<file path="src/rtl/stage3_writeback.sv">
// Memory/writeback stage of the 3-stage RV32I pipeline: holds the instruction leaving
// execute, runs its load/store over a valid/ready data port and drives the register-file write.
module stage3_writeback #(
  parameter logic [31:0] NOP_INST      = 32'h00000013,
  parameter int unsigned TIMEOUT_CYCLS = 255
) (
  input  logic        clk,
  input  logic        rst_n,
  input  logic [31:0] stage2_inst_in,
  input  logic [31:0] stage2_pc_in,
  input  logic [31:0] stage2_alu_in,
  input  logic [31:0] rs2_data_in,
  input  logic        stage2_valid,
  output logic [31:0] stage3_inst,
  output logic [31:0] wb_data,
  output logic        rf_we,
  output logic [4:0]  rf_waddr,
  output logic        stall_out,
  output logic        dmem_req_valid,
  input  logic        dmem_req_ready,
  output logic [31:0] dmem_addr,
  output logic [3:0]  dmem_we,
  output logic [31:0] dmem_wdata,
  input  logic        dmem_rsp_valid,
  input  logic [31:0] dmem_rdata,
  output logic        dmem_err
);

  localparam logic [0:0] IDLE     = 1'b0;
  localparam logic [0:0] WAIT_RSP = 1'b1;

  localparam logic [6:0] OPC_LOAD   = 7'b0000011;
  localparam logic [6:0] OPC_STORE  = 7'b0100011;
  localparam logic [6:0] OPC_OP     = 7'b0110011;
  localparam logic [6:0] OPC_OPIMM  = 7'b0010011;
  localparam logic [6:0] OPC_LUI    = 7'b0110111;
  localparam logic [6:0] OPC_AUIPC  = 7'b0010111;
  localparam logic [6:0] OPC_JAL    = 7'b1101111;
  localparam logic [6:0] OPC_JALR   = 7'b1100111;

  localparam logic [7:0] TIMEOUT_CNT = 8'(TIMEOUT_CYCLS);

  logic [31:0] s3_inst_q;
  logic [31:0] s3_pc_q;
  logic [31:0] s3_alu_q;
  logic [31:0] s3_rs2_q;
  logic [0:0]  state_q, state_d;
  logic [7:0]  count_q, count_d;
  logic        err_q, err_d;

  logic [6:0]  opcode;
  logic [2:0]  funct3;
  logic [4:0]  rd;
  logic [1:0]  offset;
  logic        is_load;
  logic        is_store;
  logic        is_jump;
  logic        mem_op;
  logic        writes_rd;
  logic        req_fire;
  logic        rsp_hit;
  logic        timeout_hit;
  logic        complete;
  logic [7:0]  byte_sel;
  logic [15:0] half_sel;
  logic [31:0] load_data;
  logic [3:0]  store_mask;
  logic [31:0] store_data;

  assign opcode   = s3_inst_q[6:0];
  assign rd       = s3_inst_q[11:7];
  assign funct3   = s3_inst_q[14:12];
  assign offset   = s3_alu_q[1:0];

  assign is_load  = (opcode == OPC_LOAD);
  assign is_store = (opcode == OPC_STORE);
  assign is_jump  = (opcode == OPC_JAL) || (opcode == OPC_JALR);
  assign mem_op   = is_load || is_store;

  always_comb begin
    writes_rd = 1'b0;
    case (opcode)
      OPC_OP, OPC_OPIMM, OPC_LUI, OPC_AUIPC,
      OPC_JAL, OPC_JALR, OPC_LOAD: writes_rd = 1'b1;
      default:                     writes_rd = 1'b0;
    endcase
  end

  assign dmem_req_valid = (state_q == IDLE) && mem_op;
  assign req_fire       = dmem_req_valid && dmem_req_ready;
  assign rsp_hit        = (state_q == WAIT_RSP) && dmem_rsp_valid;
  assign timeout_hit    = (state_q == WAIT_RSP) && !dmem_rsp_valid && (count_q == TIMEOUT_CNT);

  // A stage-3 instruction retires in the cycle "complete" is high; anything else stalls.
  always_comb begin
    complete = 1'b1;
    if (state_q == WAIT_RSP) begin
      complete = rsp_hit || timeout_hit;
    end else if (mem_op) begin
      complete = is_store && dmem_req_ready;
    end
  end

  assign stall_out = !complete;

  always_comb begin
    state_d = state_q;
    count_d = count_q;
    err_d   = err_q;
    if (state_q == IDLE) begin
      count_d = 8'd0;
      if (is_load && req_fire) begin
        state_d = WAIT_RSP;
      end
    end else begin
      if (rsp_hit) begin
        state_d = IDLE;
        count_d = 8'd0;
      end else if (timeout_hit) begin
        state_d = IDLE;
        count_d = 8'd0;
        err_d   = 1'b1;
      end else begin
        count_d = count_q + 8'd1;
      end
    end
  end

  always_ff @(posedge clk or negedge rst_n) begin
    if (!rst_n) begin
      state_q <= IDLE;
      count_q <= 8'd0;
      err_q   <= 1'b0;
    end else begin
      state_q <= state_d;
      count_q <= count_d;
      err_q   <= err_d;
    end
  end

  // Freezing this register while stalled also keeps the request fields stable.
  always_ff @(posedge clk or negedge rst_n) begin
    if (!rst_n) begin
      s3_inst_q <= NOP_INST;
      s3_pc_q   <= 32'd0;
      s3_alu_q  <= 32'd0;
      s3_rs2_q  <= 32'd0;
    end else if (!stall_out) begin
      s3_inst_q <= stage2_valid ? stage2_inst_in : NOP_INST;
      s3_pc_q   <= stage2_pc_in;
      s3_alu_q  <= stage2_alu_in;
      s3_rs2_q  <= rs2_data_in;
    end
  end

  always_comb begin
    byte_sel = dmem_rdata[7:0];
    case (offset)
      2'd0:    byte_sel = dmem_rdata[7:0];
      2'd1:    byte_sel = dmem_rdata[15:8];
      2'd2:    byte_sel = dmem_rdata[23:16];
      default: byte_sel = dmem_rdata[31:24];
    endcase
    half_sel = offset[1] ? dmem_rdata[31:16] : dmem_rdata[15:0];
    case (funct3)
      3'b000:  load_data = {{24{byte_sel[7]}}, byte_sel};
      3'b001:  load_data = {{16{half_sel[15]}}, half_sel};
      3'b100:  load_data = {24'd0, byte_sel};
      3'b101:  load_data = {16'd0, half_sel};
      default: load_data = dmem_rdata;
    endcase
  end

  always_comb begin
    store_mask = 4'b0000;
    store_data = 32'd0;
    if (is_store) begin
      case (funct3)
        3'b000: begin
          store_mask = 4'b0001 << offset;
          store_data = s3_rs2_q << {offset, 3'b000};
        end
        3'b001: begin
          store_mask = 4'b0011 << {offset[1], 1'b0};
          store_data = s3_rs2_q << {offset[1], 4'b0000};
        end
        default: begin
          store_mask = 4'b1111;
          store_data = s3_rs2_q;
        end
      endcase
    end
  end

  // A timed-out load writes zero, since no response data ever arrived.
  always_comb begin
    if (is_jump) begin
      wb_data = s3_pc_q + 32'd4;
    end else if (is_load) begin
      wb_data = rsp_hit ? load_data : 32'd0;
    end else begin
      wb_data = s3_alu_q;
    end
  end

  assign rf_we       = complete && writes_rd && (rd != 5'd0);
  assign rf_waddr    = rd;
  assign stage3_inst = s3_inst_q;
  assign dmem_addr   = {s3_alu_q[31:2], 2'b00};
  assign dmem_we     = store_mask;
  assign dmem_wdata  = store_data;
  assign dmem_err    = err_q;

endmodule

</file>
<file path="config.mk">
export PLATFORM = sky130hd
export DESIGN_NAME = stage3_writeback
export DESIGN_NICKNAME = d
export VERILOG_FILES = /design/src/rtl/stage3_writeback.sv
export SDC_FILE = /design/constraint.sdc
export NUM_CORES = 1
export LEC_CHECK = 0
export CORE_ASPECT_RATIO = 1.1
export CORE_UTILIZATION = 41
export DETAILED_ROUTE_END_ITERATION = 12
export PLACE_DENSITY_LB_ADDON = 0.08
export SETUP_SLACK_MARGIN = 0.5
export SLEW_MARGIN = 10
export SYNTH_ARGS = -nofsm -noshare
export SYNTH_HDL_FRONTEND = slang
export SYNTH_SLANG_ARGS = --single-unit
</file>
<file path="constraint.sdc">
create_clock -name clk -period 2.4 [get_ports clk]
set_input_delay 0.48 -clock clk [delete_from_list [all_inputs] [get_ports clk]]
set_output_delay 0.48 -clock clk [all_outputs]
set_load 0.01 [all_outputs]
</file>
==> results of run 1 <==
## area by class of cell
class / instances / area [sq um] / share of cell area [%]
Timing Repair Buffer: 556 / 5950 / 37.8
Clock inverter: 13 / 133 / 0.844
Multi-Input combinational cell: 560 / 5330 / 33.9
Tap cell: 247 / 309 / 1.97
Inverter: 22 / 86.3 / 0.549
Clock buffer: 19 / 453 / 2.88
Sequential cell: 138 / 3460 / 22.0
## flip-flops by register name, summed over array words and instances, names as in the netlist
register     cells
s3_rs2_q        32
s3_alu_q        32
stage3_inst     32
s3_pc_q         32
state_q          1
count_q          8
dmem_err         1
## cell usage after synthesis (11+ instances only)
| cell | instances |
|---|---|
| mux2_4 | 30 |
| mux2_2 | 68 |
| o21ai_0 | 52 |
| a22oi_1 | 19 |
| and2_1 | 11 |
| a21oi_1 | 33 |
| xnor2_1 | 16 |
| buf_4 | 38 |
| clkbuf_1 | 28 |
| buf_2 | 14 |
| a221o_1 | 15 |
| o22ai_1 | 15 |
| nand2_1 | 98 |
| dfrtp_1 | 135 |
| nand3_1 | 14 |
| a22o_1 | 16 |
| xor2_1 | 17 |
| nor2_1 | 37 |
| inv_1 | 21 |
| nor2b_1 | 16 |
## routing by layer
layer  global-route usage (%)  vias to the layer above  part of all wire, %  routed length [um]
li1                         -                     3846                    -                   -
met3                     7.00                       82                  7.2                2540
met4                     13.3                        0                  3.8                1320
met2                     55.7                      408                   50               17600
met1                     39.1                     4329                   39               13700
met5                        0                        -                    0                   0
## repair_timing
action                                  in CTS  in global routing
endpoints found under the setup margin     204                207
cloned                                      21                  6
pin swaps                                   36                 59
resized for setup                          422                224
setup buffers                               61                 35
hold buffers                                 1                  0
endpoints found under the hold margin       36                  0
## worst max-delay path, stage by stage (launching register included)
cell      delay, ps
dfstp_2         560
and4bb_2        290
buf_6           110
buf_6            90
a31oi_4         210
buf_12          220
buf_6           120
buf_6           100
a22oi_2         160
o21ai_4          80
buf_6           120
## worst min path at each step
stage	endpoint	cells past startpoint	slack (ps)	start
floorplan	count_q[0]$_DFF_PN0_	0	180	rst_n
global placement	s3_alu_q[21]$_DFFE_PN0P_	1	430	rst_n
detailed placement	s3_alu_q[20]$_DFFE_PN0P_	1	430	rst_n
CTS	count_q[0]$_DFF_PN0_	1	480	count_q[0]$_DFF_PN0_
global route	stage3_inst[21]$_DFFE_PN0P_	2	520	stage3_inst[21]$_DFFE_PN0P_
finish	count_q[0]$_DFF_PN0_	1	480	count_q[0]$_DFF_PN0_
## per-stage QoR
stage | total power (W) | instance area, sq um | instances | setup TNS [ps] | utilization, %
after global placement | 0.00575 | 12800 | 1399 | -41340 | 66.2
final | 0.00945 | 15700 | 1555 | -51300 | 81.2
after detailed placement | 0.00578 | 12800 | 1399 | -41410 | 66.2
after floorplan | 0.00450 | 9050 | 808 | -16.1 | -
after global routing | 0.00979 | 15700 | 1555 | -63240 | 81.2
after CTS | 0.00904 | 14700 | 1514 | -29090 | 76.1
## power by group
group	internal, W	switching [W]	total [W]	leakage (nW)
Sequential	0.00260	0.000278	0.00287	1.66
Clock	0.00151	0.00112	0.00263	0.275
Combinational	0.00227	0.00167	0.00394	5.33
## cell families after synthesis
kind of cell / count (synthesis) / synth area share [%]
adder cells (fa/ha/maj): 2 / 0.306
flip-flops: 138 / 42.2
buffers and inverters: 110 / 7.55
AO/OA/AOI/OAI: 192 / 16.2
AND/OR/NAND/NOR: 220 / 13.5
XOR/XNOR: 33 / 3.53
other: 1 / 0.0458
multiplexers: 111 / 16.7
==> qor.yml, run 1 <==
place:
  dp_slack_ps: -943
  gp_congestion: 0.919
  port_buffers: 303
  dp_hpwl_mm: 21.5
yosys:
  avgSynthCellArea_sq_um: 10.1
  syn_inst: 807
  ys_warn_count: 0
  yosys_most_used_dff: "dfrtp_1"
  yosys.cell_types.count: 65
  netlist_area_sq_um: 8180
  synth_area_leaders: "dfrtp_1, mux2_2, mux2_4, nand2_1, buf_4"
  ys_ff_latch: 138
  yosys.area.top_type: "dfrtp_1"
  yosysSeqAreaShare_pct: 42.2
  synth-edff-count: 0
  synthArstFlopShare_pct: 100
  synth_top_area_share_pct: 41.3
cells_and_area:
  antenna_cells: 0
  num-fill-cells: 1134
  synthToLayoutAreaGrowth_pct: 92.1
  drive_above_1_share_pct: 50.4
  final_cell_mix: "clkdlybuf4s50_1, buf_4, dfrtp_1"
  final_nets: 1462
  final_common_cell: "clkdlybuf4s50_1"
setup_path:
  crit_path_end: "wb_data[3]"
  cp-start-kind: "register"
  cp.required_ps: 1920
  cp-end-kind: "primary output"
  arrival_ps: 2510
  r2r-start: "stage3_inst[0]$_DFFE_PN1P_"
  r2r-end: "s3_rs2_q[19]$_DFFE_PN0P_"
  startpoint: "stage3_inst[0]$_DFFE_PN1P_"
  rrSetupSlack_ps: -240
  path_max_fanout: 5
  rr_worst_depth: 13
  path_class: "reg2out"
floorplan:
  die_height_um: 150
  initial_core_util_pct: 42.3
  die_area_sq_um: 20500
  coreArea_sq_um: 19400
  pin_count: 306
  die_w_um: 137
  rows: 53
power_and_ir_drop:
  peakVddDrop_mv: 0.576
  leakage_nw: 7.27
  powerDensity_nw_per_um2: 601
route:
  drt_wl_total_mm: 35.1
  ant_nets: 0
  vias_per_cell: 5.57
  drt_iter0_markers: 553
  route.detailed.drc: 0
  wl_per_cell_um: 22.6
  dr.pass1.iters: 5
  vias: 8665
run_status:
  run_status: "finished with violations"
  violations: "negative setup slack"
sta:
  setup_violations: 187
  max-slew-margin-rel_pct: 64.7
  fmax_mhz: 334
  finalHoldViolCount: 0
  worstMarginPinSlew_ps: 530
  timing.hold.ws_ps: 482
  fin_crit_ps: 2990
  drv_slew: 0
  clock-skew-final_ps: 18.5
  rsz0062_at_grt: "yes"
  timing.final.crit_share_pct: 125
  fin_ws_ps: -594
run:
  maxCapViolCount: 0
clock_network:
  clk_pin_slew_ps: 70
  cts_tree: "built"
  root_buffer: "clkbuf_16"
  cts-htree-levels: 4
  cts.sinks: 138
  cts_buffer_depth: 2
  cts_buffers: 17
  clk_latency_ps: 430
grt:
  first_global_vias: 8502
  grt_max_degree: 42
  grt.total_usage_pct: 32.4
  grt_overflow: 0
  antenna_found_initial: 0
  grt_pass1_wl_mm: 49.0
min_path:
  hold_class: "reg2reg"
(Power assumes the default switching activity.)
==> inputs of run 2 (changes only) <==
--- a/config.mk
+++ b/config.mk
@@ -6,9 +6,11 @@
 export NUM_CORES = 1
 export LEC_CHECK = 0
 export CORE_ASPECT_RATIO = 1.1
-export CORE_UTILIZATION = 41
+export CORE_UTILIZATION = 58
 export DETAILED_ROUTE_END_ITERATION = 12
+export DONT_BUFFER_PORTS = 1
 export PLACE_DENSITY_LB_ADDON = 0.08
+export REMOVE_ABC_BUFFERS = 1
 export SETUP_SLACK_MARGIN = 0.5
 export SLEW_MARGIN = 10
 export SYNTH_ARGS = -nofsm -noshare
==> run 2 against run 1 <==
- total power decreased by 8.8%
- flip-flop and latch count unchanged
- largest power group unchanged
- non-clock buffer count decreased by 387
- setup slack improved by 160 ps
- sequential power increased by 4%
- core utilization increased by 5.8 points
- register-to-register slack got worse by 110 ps
- the flow finishes with violations (negative hold slack, negative setup slack)
- clock skew decreased by 3.8 ps
- count of clock-buffer cells in the layout increased by 2
- final cell count decreased by 29%
- fmax increased by 5.8%
==> qor.yml, run 2 (same netlist as run 1, synthesis figures left out) <==
route:
  dr.pass1.iters: 7  # +2
  drt_wl_total_mm: 33.3  # -5.3%
  wl_per_cell_um: 30.0  # +33%
  vias_per_cell: 6.90  # +24%
  ant_nets: 0  # unchanged
  drt_iter0_markers: 911  # +65%
  vias: 7662  # -12%
  route.detailed.drc: 0  # unchanged
setup_path:
  cp-start-kind: "register"
  path_max_fanout: 5  # unchanged
  rr_worst_depth: 16  # +3
  r2r-end: "stage3_inst[25]$_DFFE_PN0P_"
  cp-end-kind: "primary output"
  cp.required_ps: 1920  # about the same
  path_class: "reg2out"
  r2r-start: "stage3_inst[0]$_DFFE_PN1P_"
  rrSetupSlack_ps: -350  # -110 ps
  arrival_ps: 2350  # -160 ps
grt:
  grt.total_usage_pct: 41.9  # +9.5 points
  antenna_found_initial: 0  # unchanged
  first_global_vias: 7545  # -11%
  grt_max_degree: 139  # +230%
  grt_pass1_wl_mm: 44.8  # -8.7%
  grt_overflow: 0  # unchanged
sta:
  fin_crit_ps: 2830  # -164 ps
  fmax_mhz: 353  # +5.8%
  rsz0062_at_grt: "yes"
  clock-skew-final_ps: 14.7  # -3.75 ps
  fin_ws_ps: -430  # +164 ps
  timing.hold.ws_ps: -252  # -735 ps
  drv_slew: 0  # unchanged
  timing.final.crit_share_pct: 118  # -6.8 points
  setup_violations: 191  # +2.1%
  finalHoldViolCount: 138  # +138
cells_and_area:
  final_nets: 1076  # -26%
  final_cell_mix: "dfrtp_1, mux2_4, nand2_1"
  final_common_cell: "dfrtp_1"
  drive_above_1_share_pct: 52.1  # +1.7 points
  final_area_sq_um: 12000  # -24%
  num-fill-cells: 592  # -48%
  antenna_cells: 0  # unchanged
  fin_util_pct: 87.0  # +5.8 points
  synthToLayoutAreaGrowth_pct: 46.7
run_status:
  violations: "negative hold slack, negative setup slack"
  run_status: "finished with violations"
floorplan:
  die_area_sq_um: 14600  # -29%
  die_height_um: 127  # -16%
  pin_count: 306  # unchanged
  die_w_um: 115  # -16%
  initial_core_util_pct: 59.3  # +17 points
  rows: 45  # -15%
  coreArea_sq_um: 13800  # -29%
power_and_ir_drop:
  power.switching_w: 0.00290  # -5.6%
  p_comb_share_pct: 34.9  # -6.9 points
  p_clk_share_pct: 30.5  # +2.7 points
  seqPwrFrac_pct: 34.6  # +4.2 points
  p_total_w: 0.00862  # -8.8%
  leakage_nw: 5.24  # -28%
  p_sw_share_pct: 33.7  # +1.1 points
  powerDensity_nw_per_um2: 718  # +19%
  p_int_w: 0.00572  # -10%
  peakVddDrop_mv: 0.555  # -3.6%
place:
  dp_slack_ps: -43.3  # +900 ps
  port_buffers: 0  # -100%
  dp_hpwl_mm: 16.5  # -23%
  gp_congestion: 0.905  # -1.5%
  placed_cell_area_sq_um: 8480  # -34%
min_path:
  hold_class: "in2async"
clock_network:
  cts_tree: "built"
  root_buffer: "clkbuf_16"
  cts_buffers: 17  # unchanged
  clk_pin_slew_ps: 60  # about the same
  cts-htree-levels: 4  # unchanged
  cts_buffer_depth: 2  # unchanged
  clk_latency_ps: 430  # about the same
  cts.sinks: 138  # unchanged
run:
  maxCapViolCount: 0  # unchanged
[run 2: cell count changes in the layout (fill, tap and decap cells not counted), moves of 13 or more]
| cell | change |
|---|---|
| buf_4 | -64 |
| a21oi_2 | -13 |
| dlygate4sd2_1 | -13 |
| clkdlybuf4s50_1 | -195 |
| buf_2 | -46 |
| buf_6 | -36 |
| dlymetal6s2s_1 | -18 |
| nand2_1 | +14 |
[run 2: how the worst max path moves through the flow]
stage                                     startpoint          end  slack [ps]  cells past startpoint
after global placement        s3_pc_q[2]$_DFFE_PN0P_  wb_data[20]         -10                      6
after global routing         s3_alu_q[1]$_DFFE_PN0P_   wb_data[5]        -470                      7
final                     stage3_inst[0]$_DFFE_PN1P_   wb_data[9]        -430                      8
after floorplan           stage3_inst[1]$_DFFE_PN1P_        rf_we       -3450                      4
after CTS                    s3_alu_q[1]$_DFFE_PN0P_  wb_data[20]        -380                      6
after detailed placement      s3_pc_q[2]$_DFFE_PN0P_  wb_data[20]         -40                      6
[run 2: power groups by stage]
stage / combinational [W] / clock, W / sequential, W
floorplan: 0.00111 / 0 / 0.00292
finish: 0.00301 / 0.00263 / 0.00298
global placement: 0.00151 / 0 / 0.00293
detailed placement: 0.00155 / 0 / 0.00294
CTS: 0.00254 / 0.00259 / 0.00292
global route: 0.00311 / 0.00272 / 0.00300
[run 2: metal layers]
| metal | wire [um] | global-route usage, % | share of wire, % | up-vias |
|---|---|---|---|---|
| met1 | 11400 | 45.0 | 34 | 3820 |
| met5 | 0 | 0 | 0 | - |
| met4 | 2330 | 28.3 | 7.0 | 0 |
| met3 | 3520 | 15.8 | 11 | 190 |
| li1 | - | - | - | 3069 |
| met2 | 16000 | 68.4 | 48 | 583 |
[run 2: stage by stage]
| stage | setup TNS (ps) | instances |
|---|---|---|
| after floorplan | -486250 | 720 |
| after global placement | -25.2 | 977 |
| after detailed placement | -119 | 977 |
| after CTS | -24550 | 1090 |
| after global routing | -56120 | 1110 |
| final | -44170 | 1110 |
[run 2: what timing repair did]
item	in CTS	in global routing
endpoints found under the hold margin	138	138
buffers inserted	55	19
pin swaps	44	32
gates resized for setup	269	156
setup endpoints to repair	190	200
cloned	26	1
[run 2: worst max-delay path, cell delays in order, from the launching register on]
cell     delay, ps
dfstp_2        540
buf_6          130
nand4_1        170
nor2_4         200
a31oi_4         70
buf_12         180
a22oi_2        300
o31ai_1        130
buf_4          190
[run 2: final cells by class]
cell class              count  area, sq um  area share [%]
well taps                 188          235            1.96
flip-flops and latches    138         3460            28.8
clock buffers              21          470            3.92
inverters                  22         85.1           0.709
repair buffers            169         2280            19.0
clock inverters            11          111           0.928
multi-input cells         561         5360            44.7
